==> src/rtl/alu_issue_if.sv <==
// ---------------------------------------------------------------------------
// alu_issue_if
// Bundles the handshake and data signals between the ID/EX issue register,
// its producer (decode side) and its consumer (execute-stage ALU).
//
//   Producer -> stage : Flush, InValid, Instr, RsData, RtData
//   Stage -> producer : InReady
//   Stage -> consumer : OutValid, ALUCtrl, BusA, BusB, DestReg, WrEn, Illegal
//   Consumer -> stage : OutReady
//
// Modports
//   master : environment side (drives producer inputs and OutReady)
//   slave  : issue-stage side
// ---------------------------------------------------------------------------
interface alu_issue_if #(
   parameter int DATA_W     = 32,
   parameter int REG_ADDR_W = 5
);
   logic                  Flush;
   logic                  InValid;
   logic                  InReady;
   logic [DATA_W-1:0]     Instr;
   logic [DATA_W-1:0]     RsData;
   logic [DATA_W-1:0]     RtData;
   logic                  OutValid;
   logic                  OutReady;
   logic [3:0]            ALUCtrl;
   logic [DATA_W-1:0]     BusA;
   logic [DATA_W-1:0]     BusB;
   logic [REG_ADDR_W-1:0] DestReg;
   logic                  WrEn;
   logic                  Illegal;

   modport master (
      output Flush, InValid, Instr, RsData, RtData, OutReady,
      input  InReady, OutValid, ALUCtrl, BusA, BusB, DestReg, WrEn, Illegal
   );

   modport slave (
      input  Flush, InValid, Instr, RsData, RtData, OutReady,
      output InReady, OutValid, ALUCtrl, BusA, BusB, DestReg, WrEn, Illegal
   );
endinterface

==> src/rtl/alu_issue_stage.sv <==
// ---------------------------------------------------------------------------
// alu_issue_stage
// ID/EX issue register. Decodes a MIPS R/I-type ALU instruction into a 4-bit
// ALU opcode, steers register / immediate / shamt operands onto BusA/BusB and
// holds the result behind a valid/ready handshake.
//
// Ports
//   CLK      : clock, rising edge
//   Reset_L  : synchronous active-low reset
//   io       : alu_issue_if.slave (handshake, instruction, operands, results)
//
// Configuration
//   ALU_ISSUE_SKID_EN : when defined, adds a 1-entry skid buffer and InReady
//                       becomes registered ("skid empty"). When undefined,
//                       InReady = !OutValid | OutReady, no skid storage.
// ---------------------------------------------------------------------------
module alu_issue_stage #(
   parameter int         DATA_W       = 32,
   parameter int         REG_ADDR_W   = 5,
   parameter logic [3:0] ILLEGAL_CTRL = 4'b0010
) (
   input  logic       CLK,
   input  logic       Reset_L,
   alu_issue_if.slave io
);

   localparam logic [3:0] CTRL_AND  = 4'h0;
   localparam logic [3:0] CTRL_OR   = 4'h1;
   localparam logic [3:0] CTRL_ADD  = 4'h2;
   localparam logic [3:0] CTRL_SLL  = 4'h3;
   localparam logic [3:0] CTRL_SRL  = 4'h4;
   localparam logic [3:0] CTRL_SUB  = 4'h6;
   localparam logic [3:0] CTRL_SLT  = 4'h7;
   localparam logic [3:0] CTRL_ADDU = 4'h8;
   localparam logic [3:0] CTRL_SUBU = 4'h9;
   localparam logic [3:0] CTRL_XOR  = 4'hA;
   localparam logic [3:0] CTRL_SLTU = 4'hB;
   localparam logic [3:0] CTRL_NOR  = 4'hC;
   localparam logic [3:0] CTRL_SRA  = 4'hD;
   localparam logic [3:0] CTRL_LUI  = 4'hE;

   typedef struct packed {
      logic [3:0]            ctrl;
      logic [DATA_W-1:0]     bus_a;
      logic [DATA_W-1:0]     bus_b;
      logic [REG_ADDR_W-1:0] dest;
      logic                  wr_en;
      logic                  illegal;
   } beat_t;

   // Builds a decodable beat; writeback is always enabled, $0 is the regfile's problem.
   function automatic beat_t legal_beat(input logic [3:0]            ctrl,
                                        input logic [DATA_W-1:0]     a,
                                        input logic [DATA_W-1:0]     b,
                                        input logic [REG_ADDR_W-1:0] dest);
      beat_t bt;
      bt.ctrl    = ctrl;
      bt.bus_a   = a;
      bt.bus_b   = b;
      bt.dest    = dest;
      bt.wr_en   = 1'b1;
      bt.illegal = 1'b0;
      return bt;
   endfunction

   // Illegal beats still flow downstream so the exception stays in program order.
   function automatic beat_t illegal_beat();
      beat_t bt;
      bt.ctrl    = ILLEGAL_CTRL;
      bt.bus_a   = '0;
      bt.bus_b   = '0;
      bt.dest    = '0;
      bt.wr_en   = 1'b0;
      bt.illegal = 1'b1;
      return bt;
   endfunction

   // Instruction fields and pre-extended operands
   logic [5:0]            op_s;
   logic [5:0]            funct_s;
   logic [REG_ADDR_W-1:0] rd_s;
   logic [REG_ADDR_W-1:0] rt_idx_s;
   logic [DATA_W-1:0]     shamt_ext_s;
   logic [DATA_W-1:0]     rs_shamt_s;
   logic [DATA_W-1:0]     imm_sext_s;
   logic [DATA_W-1:0]     imm_zext_s;
   logic                  unused_rs_field_s;

   assign op_s        = io.Instr[31:26];
   assign funct_s     = io.Instr[5:0];
   assign rd_s        = io.Instr[15:11];
   assign rt_idx_s    = io.Instr[20:16];
   assign shamt_ext_s = {{(DATA_W-5){1'b0}}, io.Instr[10:6]};
   assign rs_shamt_s  = {{(DATA_W-5){1'b0}}, io.RsData[4:0]};
   assign imm_sext_s  = {{(DATA_W-16){io.Instr[15]}}, io.Instr[15:0]};
   assign imm_zext_s  = {{(DATA_W-16){1'b0}}, io.Instr[15:0]};
   // The rs index is resolved upstream; RsData already carries GPR[rs].
   assign unused_rs_field_s = &{1'b0, io.Instr[25:21]};

   beat_t dec_beat_s;

   // Instruction decode: opcode/funct -> ALU control and operand steering
   always_comb begin
      dec_beat_s = illegal_beat();
      case (op_s)
         6'h00: begin
            case (funct_s)
               6'h00:   dec_beat_s = legal_beat(CTRL_SLL,  shamt_ext_s, io.RtData, rd_s);
               6'h02:   dec_beat_s = legal_beat(CTRL_SRL,  shamt_ext_s, io.RtData, rd_s);
               6'h03:   dec_beat_s = legal_beat(CTRL_SRA,  shamt_ext_s, io.RtData, rd_s);
               6'h04:   dec_beat_s = legal_beat(CTRL_SLL,  rs_shamt_s,  io.RtData, rd_s);
               6'h06:   dec_beat_s = legal_beat(CTRL_SRL,  rs_shamt_s,  io.RtData, rd_s);
               6'h07:   dec_beat_s = legal_beat(CTRL_SRA,  rs_shamt_s,  io.RtData, rd_s);
               6'h20:   dec_beat_s = legal_beat(CTRL_ADD,  io.RsData,   io.RtData, rd_s);
               6'h21:   dec_beat_s = legal_beat(CTRL_ADDU, io.RsData,   io.RtData, rd_s);
               6'h22:   dec_beat_s = legal_beat(CTRL_SUB,  io.RsData,   io.RtData, rd_s);
               6'h23:   dec_beat_s = legal_beat(CTRL_SUBU, io.RsData,   io.RtData, rd_s);
               6'h24:   dec_beat_s = legal_beat(CTRL_AND,  io.RsData,   io.RtData, rd_s);
               6'h25:   dec_beat_s = legal_beat(CTRL_OR,   io.RsData,   io.RtData, rd_s);
               6'h26:   dec_beat_s = legal_beat(CTRL_XOR,  io.RsData,   io.RtData, rd_s);
               6'h27:   dec_beat_s = legal_beat(CTRL_NOR,  io.RsData,   io.RtData, rd_s);
               6'h2A:   dec_beat_s = legal_beat(CTRL_SLT,  io.RsData,   io.RtData, rd_s);
               6'h2B:   dec_beat_s = legal_beat(CTRL_SLTU, io.RsData,   io.RtData, rd_s);
               default: dec_beat_s = illegal_beat();
            endcase
         end
         6'h08:   dec_beat_s = legal_beat(CTRL_ADD,  io.RsData, imm_sext_s, rt_idx_s);
         6'h09:   dec_beat_s = legal_beat(CTRL_ADDU, io.RsData, imm_sext_s, rt_idx_s);
         6'h0A:   dec_beat_s = legal_beat(CTRL_SLT,  io.RsData, imm_sext_s, rt_idx_s);
         6'h0B:   dec_beat_s = legal_beat(CTRL_SLTU, io.RsData, imm_sext_s, rt_idx_s);
         6'h0C:   dec_beat_s = legal_beat(CTRL_AND,  io.RsData, imm_zext_s, rt_idx_s);
         6'h0D:   dec_beat_s = legal_beat(CTRL_OR,   io.RsData, imm_zext_s, rt_idx_s);
         6'h0E:   dec_beat_s = legal_beat(CTRL_XOR,  io.RsData, imm_zext_s, rt_idx_s);
         // LUI: the ALU does the <<16, so only the raw immediate is passed
         6'h0F:   dec_beat_s = legal_beat(CTRL_LUI,  '0,        imm_zext_s, rt_idx_s);
         default: dec_beat_s = illegal_beat();
      endcase
   end

   logic  out_valid_q, out_valid_d;
   beat_t out_beat_q,  out_beat_d;
   logic  in_ready_s;
   logic  accept_s;

   assign accept_s = io.InValid & in_ready_s & ~io.Flush;

`ifdef ALU_ISSUE_SKID_EN
   logic  skid_valid_q, skid_valid_d;
   beat_t skid_beat_q,  skid_beat_d;
   logic  out_free_s;

   // Registered ready: a beat can only be taken while the skid has room for it.
   assign in_ready_s = ~skid_valid_q;
   assign out_free_s = ~out_valid_q | io.OutReady;

   // Next-state for output register and skid entry; skid drains first to keep order
   always_comb begin
      out_valid_d  = out_valid_q;
      out_beat_d   = out_beat_q;
      skid_valid_d = skid_valid_q;
      skid_beat_d  = skid_beat_q;
      if (io.Flush) begin
         out_valid_d  = 1'b0;
         skid_valid_d = 1'b0;
      end else if (out_free_s) begin
         if (skid_valid_q) begin
            out_valid_d  = 1'b1;
            out_beat_d   = skid_beat_q;
            skid_valid_d = 1'b0;
         end else if (accept_s) begin
            out_valid_d = 1'b1;
            out_beat_d  = dec_beat_s;
         end else begin
            out_valid_d = 1'b0;
         end
      end else if (accept_s) begin
         skid_valid_d = 1'b1;
         skid_beat_d  = dec_beat_s;
      end else begin
         skid_valid_d = skid_valid_q;
      end
   end

   // Skid state register with synchronous active-low reset
   always_ff @(posedge CLK) begin
      if (!Reset_L) begin
         skid_valid_q <= 1'b0;
         skid_beat_q  <= '0;
      end else begin
         skid_valid_q <= skid_valid_d;
         skid_beat_q  <= skid_beat_d;
      end
   end
`else
   assign in_ready_s = ~out_valid_q | io.OutReady;

   // Next-state for the single output register; Flush beats capture
   always_comb begin
      out_valid_d = out_valid_q;
      out_beat_d  = out_beat_q;
      if (io.Flush) begin
         out_valid_d = 1'b0;
      end else if (accept_s) begin
         out_valid_d = 1'b1;
         out_beat_d  = dec_beat_s;
      end else if (io.OutReady) begin
         out_valid_d = 1'b0;
      end else begin
         out_valid_d = out_valid_q;
      end
   end
`endif

   // Output register with synchronous active-low reset clearing every field
   always_ff @(posedge CLK) begin
      if (!Reset_L) begin
         out_valid_q <= 1'b0;
         out_beat_q  <= '0;
      end else begin
         out_valid_q <= out_valid_d;
         out_beat_q  <= out_beat_d;
      end
   end

   assign io.InReady  = in_ready_s;
   assign io.OutValid = out_valid_q;
   assign io.ALUCtrl  = out_beat_q.ctrl;
   assign io.BusA     = out_beat_q.bus_a;
   assign io.BusB     = out_beat_q.bus_b;
   assign io.DestReg  = out_beat_q.dest;
   assign io.WrEn     = out_beat_q.wr_en;
   assign io.Illegal  = out_beat_q.illegal;

endmodule

==> src/flat_wrapper.sv <==
// flat-port wrapper written by rule: the top's interface ports become plain ports
module alu_issue_stage_flat 
#(
   parameter int         DATA_W       = 32,
   parameter int         REG_ADDR_W   = 5,
   parameter logic [3:0] ILLEGAL_CTRL = 4'b0010
)
  (CLK, Reset_L, io_Flush, io_InValid, io_Instr, io_RsData, io_RtData, io_OutReady, io_InReady, io_OutValid, io_ALUCtrl, io_BusA, io_BusB, io_DestReg, io_WrEn, io_Illegal);
  alu_issue_if #(.DATA_W(DATA_W), .REG_ADDR_W(REG_ADDR_W)) io_i ();
  input  logic CLK;
  input  logic Reset_L;
  input wire logic [$bits(io_i.Flush)-1:0] io_Flush;
  input wire logic [$bits(io_i.InValid)-1:0] io_InValid;
  input wire logic [$bits(io_i.Instr)-1:0] io_Instr;
  input wire logic [$bits(io_i.RsData)-1:0] io_RsData;
  input wire logic [$bits(io_i.RtData)-1:0] io_RtData;
  input wire logic [$bits(io_i.OutReady)-1:0] io_OutReady;
  output wire logic [$bits(io_i.InReady)-1:0] io_InReady;
  output wire logic [$bits(io_i.OutValid)-1:0] io_OutValid;
  output wire logic [$bits(io_i.ALUCtrl)-1:0] io_ALUCtrl;
  output wire logic [$bits(io_i.BusA)-1:0] io_BusA;
  output wire logic [$bits(io_i.BusB)-1:0] io_BusB;
  output wire logic [$bits(io_i.DestReg)-1:0] io_DestReg;
  output wire logic [$bits(io_i.WrEn)-1:0] io_WrEn;
  output wire logic [$bits(io_i.Illegal)-1:0] io_Illegal;
  assign io_i.Flush = io_Flush;
  assign io_i.InValid = io_InValid;
  assign io_i.Instr = io_Instr;
  assign io_i.RsData = io_RsData;
  assign io_i.RtData = io_RtData;
  assign io_i.OutReady = io_OutReady;
  assign io_InReady = io_i.InReady;
  assign io_OutValid = io_i.OutValid;
  assign io_ALUCtrl = io_i.ALUCtrl;
  assign io_BusA = io_i.BusA;
  assign io_BusB = io_i.BusB;
  assign io_DestReg = io_i.DestReg;
  assign io_WrEn = io_i.WrEn;
  assign io_Illegal = io_i.Illegal;
  alu_issue_stage #(.DATA_W(DATA_W), .REG_ADDR_W(REG_ADDR_W), .ILLEGAL_CTRL(ILLEGAL_CTRL)) u_core (.CLK(CLK), .Reset_L(Reset_L), .io(io_i));
endmodule
==> config.mk <==
export PLATFORM = sky130hd
export DESIGN_NAME = alu_issue_stage_flat
export DESIGN_NICKNAME = d
export VERILOG_FILES = /design/src/rtl/alu_issue_if.sv /design/src/rtl/alu_issue_stage.sv /design/src/flat_wrapper.sv
export SDC_FILE = /design/constraint.sdc
export NUM_CORES = 1
export LEC_CHECK = 0
export ABC_CLOCK_PERIOD_IN_PS = 1840
export BUFFER_PORTS_ARGS = -buffer_cell sky130_fd_sc_hd__buf_2
export CORE_MARGIN = 5
export CORE_UTILIZATION = 42
export CTS_BUF_LIST = sky130_fd_sc_hd__clkbuf_2 sky130_fd_sc_hd__clkbuf_4 sky130_fd_sc_hd__clkbuf_8
export CTS_CLUSTER_SIZE = 30
export DETAILED_ROUTE_END_ITERATION = 16
export GPL_ROUTABILITY_DRIVEN = 0
export GPL_TIMING_DRIVEN = 1
export PLACE_DENSITY_LB_ADDON = 0.25
export SETUP_SLACK_MARGIN = 0.4
export SYNTH_ARGS = -nofsm -noshare
export SYNTH_HDL_FRONTEND = slang
export SYNTH_SLANG_ARGS = --single-unit
==> constraint.sdc <==
create_clock -name CLK -period 1.84 [get_ports CLK]
set_input_delay 0.368 -clock CLK [delete_from_list [all_inputs] [get_ports CLK]]
set_output_delay 0.368 -clock CLK [all_outputs]
set_load 0.01 [all_outputs]
==> impl_metrics.csv, run 1 <==
group,metric,value,unit
yosys,yosysSeqAreaShare,45.0,%
setup_path,ff2ff_setup_slack,0.21,ns
yosys,netlist-cell-type-count,47,
layout,fillers,610,
global_routing,grt_use_total,22.7,%
setup_path,path_cells,"buf_6 -> or3_4 -> nand3b_1 -> and3b_2 -> buf_12 -> buf_4 -> nand2_2 -> a311oi_2",
place,port_buffers,172,
setup_path,required,2.09,ns
sta,final.setup_skew,0.00414,ns
setup_path,worst_r2r_path_depth,8,
global_routing,busiest_layer,"met2",
floorplan,die_x,99.7,um
global_routing,use_met1,28.1,%
yosys,syn_avg_cell_area,8.30,um2
layout,diodes,0,
setup_path,cp-end-kind,"flip-flop",
pwr,leakage,2.44,nW
global_routing,antenna_found_initial,0,
global_routing,use_met3,5.12,%
setup_path,crit_fanout,16,
setup_path,regToRegEndpoint,"u_core.io.WrEn",
global_routing,grt_pass1_wl,18500,um
pwr,ir_drop,0.401,mV
clock_tree,numCtsBuffers,9,
sta,slew_violations,0,
layout,layout_common_cells,"buf_2 (167), nand2_1 (88), dfxtp_1 (75), buf_4 (35), a21oi_2 (34)",
clock_tree,cts_sinks,76,
drt,ant_nets,0,
setup_path,startpoint_type,"input pin",
setup_path,critPathTopFamily,"simple AND/OR/NAND/NOR gates",
setup_path,path_class,"input pin to flip-flop",
pwr,power.density,648,nW/um2
floorplan,row_count,32,
sta,post-route-min-period,1.67,ns
drt,via_count,4018,
yosys,yosysTopAreaCell,"dfxtp_1",
status,status,"finished clean",
drt,wl,12100,um
drt,first_iter_violations,234,
drt,drc,0,
yosys,syn_nets,508,
clock_tree,cts.path.max_buffers,2,
setup_path,slowest_stage,"or3_4",
layout,syn2layout_area_growth,66.5,%
clock_tree,root_buffer,"clkbuf_8",
hold_path,worstHoldPathType,"input pin to flip-flop",
yosys,ys.flop_type,"dfxtp_1",
hold_path,min_path_cells,3,
global_routing,grt.overflow.total,0,
sta,grt_setup_unrepaired,"true",
hold_path,hold_start,"io_Instr[16]",
floorplan,num_io_pins,178,
setup_path,max_stage_delay,0.38,ns
place,place_inst,679,
sta,final.period_utilization,90.8,%
layout,layout-drive-gt1-share,53.8,%
yosys,yosys_register_bits,76,
yosys,ys.warnings.count,0,
sta,hold_viol_final,0,
layout,final_nets,720,
setup_path,cp.arrival,1.92,ns
clock_tree,clkLatencyLatePin,0.33,ns
clock_tree,cts.reportedPaths.clkPinSlew,0.08,ns
sta,relSlewSlack,64.3,%
clock_tree,cts.htree.levels,3,
global_routing,grt_util_met2,38.7,%
setup_path,r2r_start,"u_core.io.OutValid",
layout,stdcell_area,5630,um2
yosys,syn_inst,407,
sta,fmax,599,MHz
yosys,synth_area,3380,um2
layout,final_common_cell,"buf_2",
setup_path,timing.critical_path.buf_inv,3,
global_routing,grt_pass1_vias,3894,
drt,wl_per_cell,16.7,um
layout,final_cell_count_no_fill,725,
global_routing,grt_max_degree,40,
yosys,synth_edf_count,0,
yosys,synth_top_cell_area_share,45.0,%
sta,setup_viol,0,
place,dpl_cell_area,4710,um2
job,max_cap_viol_count,0,
yosys,async_flop_share,0,%
drt,first_pass_iters,6,
hold_path,hold_end,"u_core.io.DestReg[0]",
drt,viasPerCell,5.54,
clock_tree,tritoncts,"yes",
yosys,synth_area_leaders,"dfxtp_1 (45%), nand2_1 (10%), a21oi_1 (8.1%)",
sta,tightest_slew,0.535,ns
floorplan,coreArea,7770,um2
floorplan,die_y,99.7,um
floorplan,start_util,43.5,%
floorplan,design.die.area,9940,um2
place,dp_hpwl,8250,um
## cells by family after synthesis
| logic type | Yosys count | share of synthesized area (%) |
|---|---|---|
| xor+xnor | 1 | 0.259 |
| fa+ha+maj | 1 | 0.296 |
| mux | 2 | 0.592 |
| simple gates | 145 | 18.4 |
| buf+inv | 42 | 6.29 |
| flops | 76 | 45.0 |
| compound gates | 140 | 29.1 |
## layout make-up
| class | count | area [um2] | share of cell area [%] |
|---|---|---|---|
| Tap cell | 102 | 128 | 2.27 |
| Timing Repair Buffer | 237 | 1710 | 30.5 |
| Clock buffer | 10 | 131 | 2.34 |
| Sequential cell | 76 | 1520 | 27.1 |
| Multi-Input combinational cell | 289 | 2050 | 36.5 |
| Clock inverter | 5 | 53.8 | 0.956 |
| Inverter | 6 | 25.0 | 0.445 |
## per-stage QoR
step / hold slack (ns) / utilization [%] / setup TNS [ns] / power (mW) / setup slack (ns)
after floorplan: 0.447 / - / 0 / 2.05 / 0.0322
after global placement: 0.439 / 60.6 / -1.79 / 2.32 / -0.0868
after detailed placement: 0.447 / 60.6 / -2.98 / 2.33 / -0.138
after CTS: 0.253 / 69.2 / 0 / 3.61 / 0.233
after global routing: 0.257 / 72.4 / 0 / 3.81 / 0.0798
final: 0.267 / 72.4 / 0 / 3.65 / 0.169
## sequential cells by signal (all words and copies together) (netlist names)
name                count
u_core.io.ALUCtrl       4
u_core.io.BusA         32
u_core.io.BusB         32
u_core.io.DestReg       5
u_core.io.Illegal       1
u_core.io.OutValid      1
u_core.io.WrEn          1
## worst max path at each step
| stage | from | depth (start not counted) | end | slack (ns) |
|---|---|---|---|---|
| 2_1_floorplan | io_Instr[27] | 6 | u_core.io.BusB[22] | 0.03 |
| 3_3_place_gp | io_Flush | 6 | u_core.io.ALUCtrl[2] | -0.09 |
| 3_5_place_dp | io_Instr[28] | 7 | u_core.io.BusA[1] | -0.14 |
| 4_1_cts | io_Instr[28] | 8 | u_core.io.BusB[18] | 0.23 |
| 5_1_grt | u_core.io.OutValid | 9 | u_core.io.BusB[18] | 0.08 |
| 6_report | io_Instr[26] | 8 | u_core.io.BusB[23] | 0.17 |
## cell usage after synthesis, types with 4 or more instances
library cell and number:
a221oi_1 21, a32o_1 5, clkbuf_1 21, nand2_1 92, nor2_1 26, a311oi_2 4, dfxtp_1 76, nor3_1 8
buf_2 5, o21ai_0 22, a222oi_1 6, buf_4 5, buf_6 4, a311oi_1 12, a21oi_1 55
## tightest hold or removal path, stage by stage
cell and delay [ns]:
buf_2 0.09, a221oi_2 0.05, nor2_1 0.07
## timing repair
item / in CTS / in global routing
setup endpoints to repair: 76 / 76
gates cloned: 5 / 2
setup buffers: 18 / 6
resized for setup: 46 / 30
hold buffers: 0 / 0
pin swaps: 23 / 20
## where the power goes
group / total [mW] / internal, mW / switching (mW)
clock network: 1.21 / 0.630 / 0.582
logic: 0.706 / 0.335 / 0.371
registers: 1.73 / 1.70 / 0.0276
## metal layers
layer	vias up	share of wire (%)
li1	1923	-
met2	191	49
met1	1882	41
met3	22	8.2
met4	0	1.6
met5	-	0
Note: power is estimated with default switching activity, not from simulation.
==> run 2: changes to the inputs <==
- ABC_CLOCK_PERIOD_IN_PS: 1840 -> 1400
- MAX_ROUTING_LAYER: not set -> met4
- clock period: 1.84 -> 1.4 ns (I/O delays scaled with it)
==> run 2 against run 1 <==
Net effect:
- the flow now finishes with violations (setup timing)
- clock power up 57%
- via count up 5.7%
- sequential share of layout area down 1.6 points
- clock skew up 0.0019 ns
- non-clock buffer count up 36
- worst setup slack worse by 0.41 ns
- routed wire length up 13%
- critical path type unchanged
- largest power group unchanged
- highest routed layer unchanged
==> impl_metrics.csv, run 2 (synthesis results as in run 1) <==
group,metric,value,unit
status,status,"finished, violations left",
status,violations,"setup timing",
place,dpl_cell_area,4800,um2
place,port_buffers,172,
pwr,p_clk_share,36.1,%
clock_tree,root_buffer,"clkbuf_8",
global_routing,grt_max_degree,32,
pwr,leakage,2.71,nW
pwr,p_int,3.88,mW
drt,ant_nets,0,
layout,final_cell_count_no_fill,762,
setup_path,ff2ff_setup_slack,-0.22,ns
job,max_cap_viol_count,0,
clock_tree,hold_buffers,0,
clock_tree,cts.htree.levels,3,
floorplan,design.die.area,9940,um2
setup_path,required,1.63,ns
layout,final_common_cell,"buf_2",
floorplan,num_io_pins,178,
setup_path,crit_end,"u_core.io.BusB[29]",
global_routing,grt_use_total,26.0,%
sta,post-route-min-period,1.64,ns
global_routing,grt_pass1_vias,4275,
sta,hold_viol_final,0,
setup_path,critPathLaunch,"io_Instr[28]",
sta,layout_setup_ws,-0.236,ns
floorplan,die_x,99.7,um
floorplan,start_util,43.5,%
setup_path,cp-end-kind,"flip-flop",
place,dp_hpwl,8480,um
pwr,swShare,26.2,%
drt,drc,0,
floorplan,die_y,99.7,um
setup_path,worst_r2r_path_depth,7,
sta,slew_violations,0,
drt,first_pass_iters,6,
sta,tightest_slew,0.403,ns
drt,wl_met1,5520,um
clock_tree,clkLatencyLatePin,0.34,ns
drt,wl,13700,um
setup_path,path_class,"input pin to flip-flop",
hold_path,worstHoldPathType,"input pin to flip-flop",
setup_path,r2r_start,"u_core.io.OutValid",
layout,diodes,0,
sta,fmax,611,MHz
clock_tree,tritoncts,"yes",
pwr,total_power,5.26,mW
drt,top_layer,"met4",
setup_path,crit_fanout,11,
layout,syn2layout_area_growth,87.8,%
layout,stdcell_area,6350,um2
pwr,netSwitchingPower,1.38,mW
layout,final_nets,756,
layout,layout_common_cells,"buf_2 (94), buf_6 (93), nand2_1 (88), dfxtp_2 (76), buf_4 (73)",
floorplan,row_count,32,
sta,setup_viol,76,
place,place_inst,695,
global_routing,antenna_found_initial,0,
drt,wl_met2,7030,um
layout,layout-drive-gt1-share,67.3,%
clock_tree,cts_sinks,76,
drt,wl_met3,792,um
drt,viasPerCell,5.57,
pwr,ir_drop,0.678,mV
setup_path,startpoint_type,"input pin",
drt,wl_per_cell,17.9,um
layout,final_core_util,81.7,%
place,place_ws,-0.533,ns
pwr,combinationalPowerShare,20.1,%
sta,grt_setup_unrepaired,"true",
setup_path,regToRegEndpoint,"u_core.io.BusB[24]",
clock_tree,cts.reportedPaths.clkPinSlew,0.08,ns
global_routing,grt.overflow.total,0,
floorplan,coreArea,7770,um2
sta,relSlewSlack,72.9,%
pwr,power.density,829,nW/um2
pwr,pwr-share-seq,43.8,%
drt,first_iter_violations,219,
sta,final.setup_skew,0.00603,ns
clock_tree,numCtsBuffers,9,
drt,via_count,4246,
global_routing,grt_pass1_wl,20500,um
setup_path,cp.arrival,1.87,ns
clock_tree,cts.path.max_buffers,2,
sta,final.period_utilization,117,%
## run 2: cell count changes in the layout (fill, tap and decap cells not counted), moves of 2 or more
cell | before | now
buf_12 | 12 | 7
buf_6 | 14 | 93
a221oi_4 | 3 | 1
buf_4 | 35 | 73
buf_16 | 5 | 1
a21oi_1 | 17 | 22
a221oi_2 | 18 | 20
buf_2 | 167 | 94
dfxtp_1 | 75 | 0
a21oi_2 | 34 | 30
dfxtp_2 | 1 | 76
## run 2: worst min path at each step
| stage | start | endpoint | cells after the start |
|---|---|---|---|
| floorplan | io_Flush | u_core.io.OutValid | 1 |
| detailed placement | u_core.io.BusA[7] | u_core.io.BusA[7] | 2 |
| finish | io_RsData[23] | u_core.io.BusA[23] | 3 |
| global placement | u_core.io.BusA[7] | u_core.io.BusA[7] | 2 |
| CTS | io_RsData[9] | u_core.io.BusA[9] | 3 |
| global route | io_RsData[16] | u_core.io.BusA[16] | 3 |
## run 2: power groups by stage
stage	clock, mW	sequential [mW]	combinational [mW]
after floorplan	0	2.36	0.334
after global placement	0	2.32	0.766
after detailed placement	0	2.32	0.782
after CTS	1.91	2.30	0.950
after global routing	2.02	2.31	1.12
final	1.90	2.30	1.06
## run 2: what timing repair did
action,in CTS,in global routing
buffers inserted,31,16
endpoints found under the setup margin,152,152
gates resized for setup,187,30
pin swaps,3,12
cloned,1,3
## run 2: worst max-delay path, stage by stage
cell and delay (ns):
buf_6 0.09, or3_4 0.40, nand3b_1 0.20, and3b_2 0.31, buf_6 0.20, nand2_1 0.08
a311oi_1 0.30
## run 2: cell type report
cell class / instances / area [um2]
tap: 102 / 128
clock inverter: 4 / 72.6
timing repair buffer: 273 / 2330
clock buffer: 12 / 153
sequential: 76 / 1620
fill: 457 / 1420
inverter: 6 / 23.8
multi-input combinational: 289 / 2030
## run 2: routing by layer
metal  vias up  GRT usage (%)
met2       194           45.6
met5         -              -
met1      2033           30.3
li1       1988              -
met3        31           3.65
met4         0           9.24
## run 2: metrics by stage
stage	TNS, ns	hold slack, ns
final	-10.42	0.167
after global routing	-16.69	0.168
after CTS	-7.31	0.159
after detailed placement	-30.27	0.450
after global placement	-27.23	0.438
after floorplan	-17.16	0.352
==> run 3: changes to the inputs <==
- BUFFER_PORTS_ARGS: -buffer_cell sky130_fd_sc_hd__buf_2 -> not set
- CORE_UTILIZATION: 42 -> 59
- DONT_BUFFER_PORTS: not set -> 1
==> run 3 against run 2 <==
Net effect:
- the run still ends with setup timing left
- die area is 26% lower
- sequential power hardly changed
- clock power increased by 7%
- non-clock buffer count fell by 224
- sequential share of layout area rose by 11 points
- routed wire length is 16% lower
- utilization increased by 4.4 points
- register-to-register slack got worse by 0.09 ns
- first-iteration DRC count up 54%
- cell count down 33%
- worst setup slack worse by 0.070 ns
- critical endpoint is now u_core.io.ALUCtrl[2]
- largest cell class is now multi-input combinational cells
==> impl_metrics.csv, run 3 (synthesis results as in run 1) <==
group,metric,value,unit
status,status,"finished, violations left",
status,violations,"setup timing",
pwr,combinationalPowerShare,12.0,%
drt,wl_per_cell,22.6,um
drt,first_pass_iters,5,
clock_tree,cts_sinks,76,
global_routing,grt_max_degree,62,
sta,tightest_slew,0.530,ns
sta,setup_viol,74,
floorplan,row_count,27,
global_routing,grt_pass1_wl,16800,um
drt,via_count,3396,
layout,diodes,0,
layout,fillers,279,
place,dp_hpwl,7050,um
pwr,leakage,1.61,nW
sta,grt_setup_unrepaired,"true",
floorplan,die_x,85.7,um
setup_path,ff2ff_setup_slack,-0.31,ns
setup_path,timing.critical_path.buf_inv,3,
pwr,power.density,1030,nW/um2
clock_tree,tritoncts,"yes",
sta,hold_viol_final,0,
clock_tree,numCtsBuffers,9,
clock_tree,root_buffer,"clkbuf_8",
pwr,swShare,25.3,%
drt,viasPerCell,6.69,
layout,stdcell_area,4770,um2
floorplan,coreArea,5540,um2
setup_path,max_stage_delay,0.33,ns
clock_tree,cts.htree.levels,3,
clock_tree,clkLatencyLatePin,0.35,ns
layout,final_nets,532,
drt,wl,11500,um
layout,layout-drive-gt1-share,54.1,%
place,port_buffers,0,
sta,slew_violations,0,
setup_path,slowest_stage,"dfxtp_2",
hold_path,hold_start,"Reset_L",
drt,first_iter_violations,337,
global_routing,grt_use_total,29.6,%
layout,layout_common_cells,"nand2_1 (88), dfxtp_4 (43), dfxtp_2 (32), a21oi_2 (30), nor2_1 (25)",
floorplan,die_y,85.7,um
sta,layout_setup_ws,-0.306,ns
clock_tree,cts.reportedPaths.clkPinSlew,0.08,ns
pwr,p_clk_share,41.5,%
setup_path,critPathLaunch,"u_core.io.OutValid",
sta,fmax,586,MHz
setup_path,required,1.66,ns
place,dpl_cell_area,3760,um2
setup_path,path_class,"flip-flop to flip-flop",
setup_path,startpoint_type,"flip-flop",
sta,final.period_utilization,122,%
setup_path,r2r_start,"u_core.io.OutValid",
setup_path,crit_fanout,6,
clock_tree,cts.path.max_buffers,2,
hold_path,worstHoldPathType,"input pin to flip-flop",
drt,drc,0,
sta,post-route-min-period,1.71,ns
setup_path,path_cells,"nor2b_4 -> inv_2 -> nand3b_1 -> buf_6 -> a2111oi_4 -> buf_4 -> nand4_1 -> a31oi_1",
pwr,netSwitchingPower,1.25,mW
setup_path,cp-end-kind,"flip-flop",
sta,tns,-11.79,ns
global_routing,grt_pass1_vias,3335,
layout,syn2layout_area_growth,41.2,%
pwr,pwr-share-seq,46.4,%
drt,ant_nets,0,
sta,relSlewSlack,64.5,%
floorplan,num_io_pins,178,
global_routing,antenna_found_initial,0,
layout,final_common_cell,"nand2_1",
pwr,p_int,3.68,mW
sta,final.setup_skew,0.0105,ns
job,max_cap_viol_count,0,
pwr,ir_drop,0.887,mV
floorplan,start_util,61.0,%
floorplan,design.die.area,7340,um2
setup_path,cp.arrival,1.97,ns
setup_path,critPathTopFamily,"compound AO/OA/AOI/OAI gates",
global_routing,grt.overflow.total,0,
-- run 3: cell count changes in the layout (fill, tap and decap cells not counted), moves of 3 or more --
| cell | previous run | this run |
|---|---|---|
| buf_2 | 94 | 0 |
| buf_4 | 73 | 21 |
| dfxtp_4 | 0 | 43 |
| o21ai_2 | 0 | 21 |
| buf_12 | 7 | 10 |
| a221oi_2 | 20 | 14 |
| nor3_2 | 0 | 4 |
| o21ai_0 | 22 | 1 |
| buf_6 | 93 | 12 |
| a221oi_1 | 0 | 4 |
| dfxtp_2 | 76 | 32 |
-- run 3: final cells by class --
type | instances | area, um2 | share of cell area, %
clock buffer | 10 | 131 | 2.75
clock inverter | 6 | 113 | 2.36
inverter | 6 | 23.8 | 0.498
multi-input combinational | 289 | 2080 | 43.6
sequential | 76 | 1720 | 36.1
tap | 72 | 90.1 | 1.89
timing repair buffer | 49 | 613 | 12.8
-- run 3: final timing paths --
check	end	depth (start not counted)
min	u_core.io.BusB[1]	2
max reg2reg	u_core.io.ALUCtrl[2]	8
max	u_core.io.ALUCtrl[2]	8
min reg2reg	u_core.io.BusA[6]	2
-- run 3: repair_timing --
action | 4_1_cts | 5_1_grt
setup buffers | 7 | 4
gates resized for setup | 155 | 67
hold buffers | 1 | 0
endpoints found under the hold margin | 1 | 0
cloned | 4 | 1
pin swaps | 38 | 28
endpoints found under the setup margin | 152 | 152
-- run 3: stage by stage --
stage	total power, mW	setup WS, ns	hold WS [ns]	instances	utilization, %
CTS	4.87	-0.188	0.0415	503	81.0
global placement	2.78	-0.315	0.356	475	67.9
finish	4.92	-0.306	0.0319	508	86.2
detailed placement	2.79	-0.413	0.362	475	67.9
global route	5.08	-0.416	0.0195	508	86.2
floorplan	2.69	-0.321	0.352	407	-
-- run 3: worst register-to-register path: cells and delay by family, from the launching register on --
family,cells,cell delay [ns]
flops,1,0.33
simple gates,3,0.35
compound gates,2,0.49
buf+inv,3,0.45
-- run 3: power groups by stage --
stage | combinational [mW] | sequential [mW] | clock, mW
floorplan | 0.334 | 2.36 | 0
global placement | 0.406 | 2.37 | 0
detailed placement | 0.419 | 2.37 | 0
CTS | 0.520 | 2.31 | 2.05
global route | 0.642 | 2.29 | 2.14
finish | 0.593 | 2.29 | 2.04
-- run 3: metal layers --
layer	vias to the layer above	GRT usage (%)	wire length [um]
li1	1536	-	-
met1	1602	33.7	4200
met2	214	48.3	5690
met3	44	9.03	1150
met4	0	12.5	423
met5	-	-	0
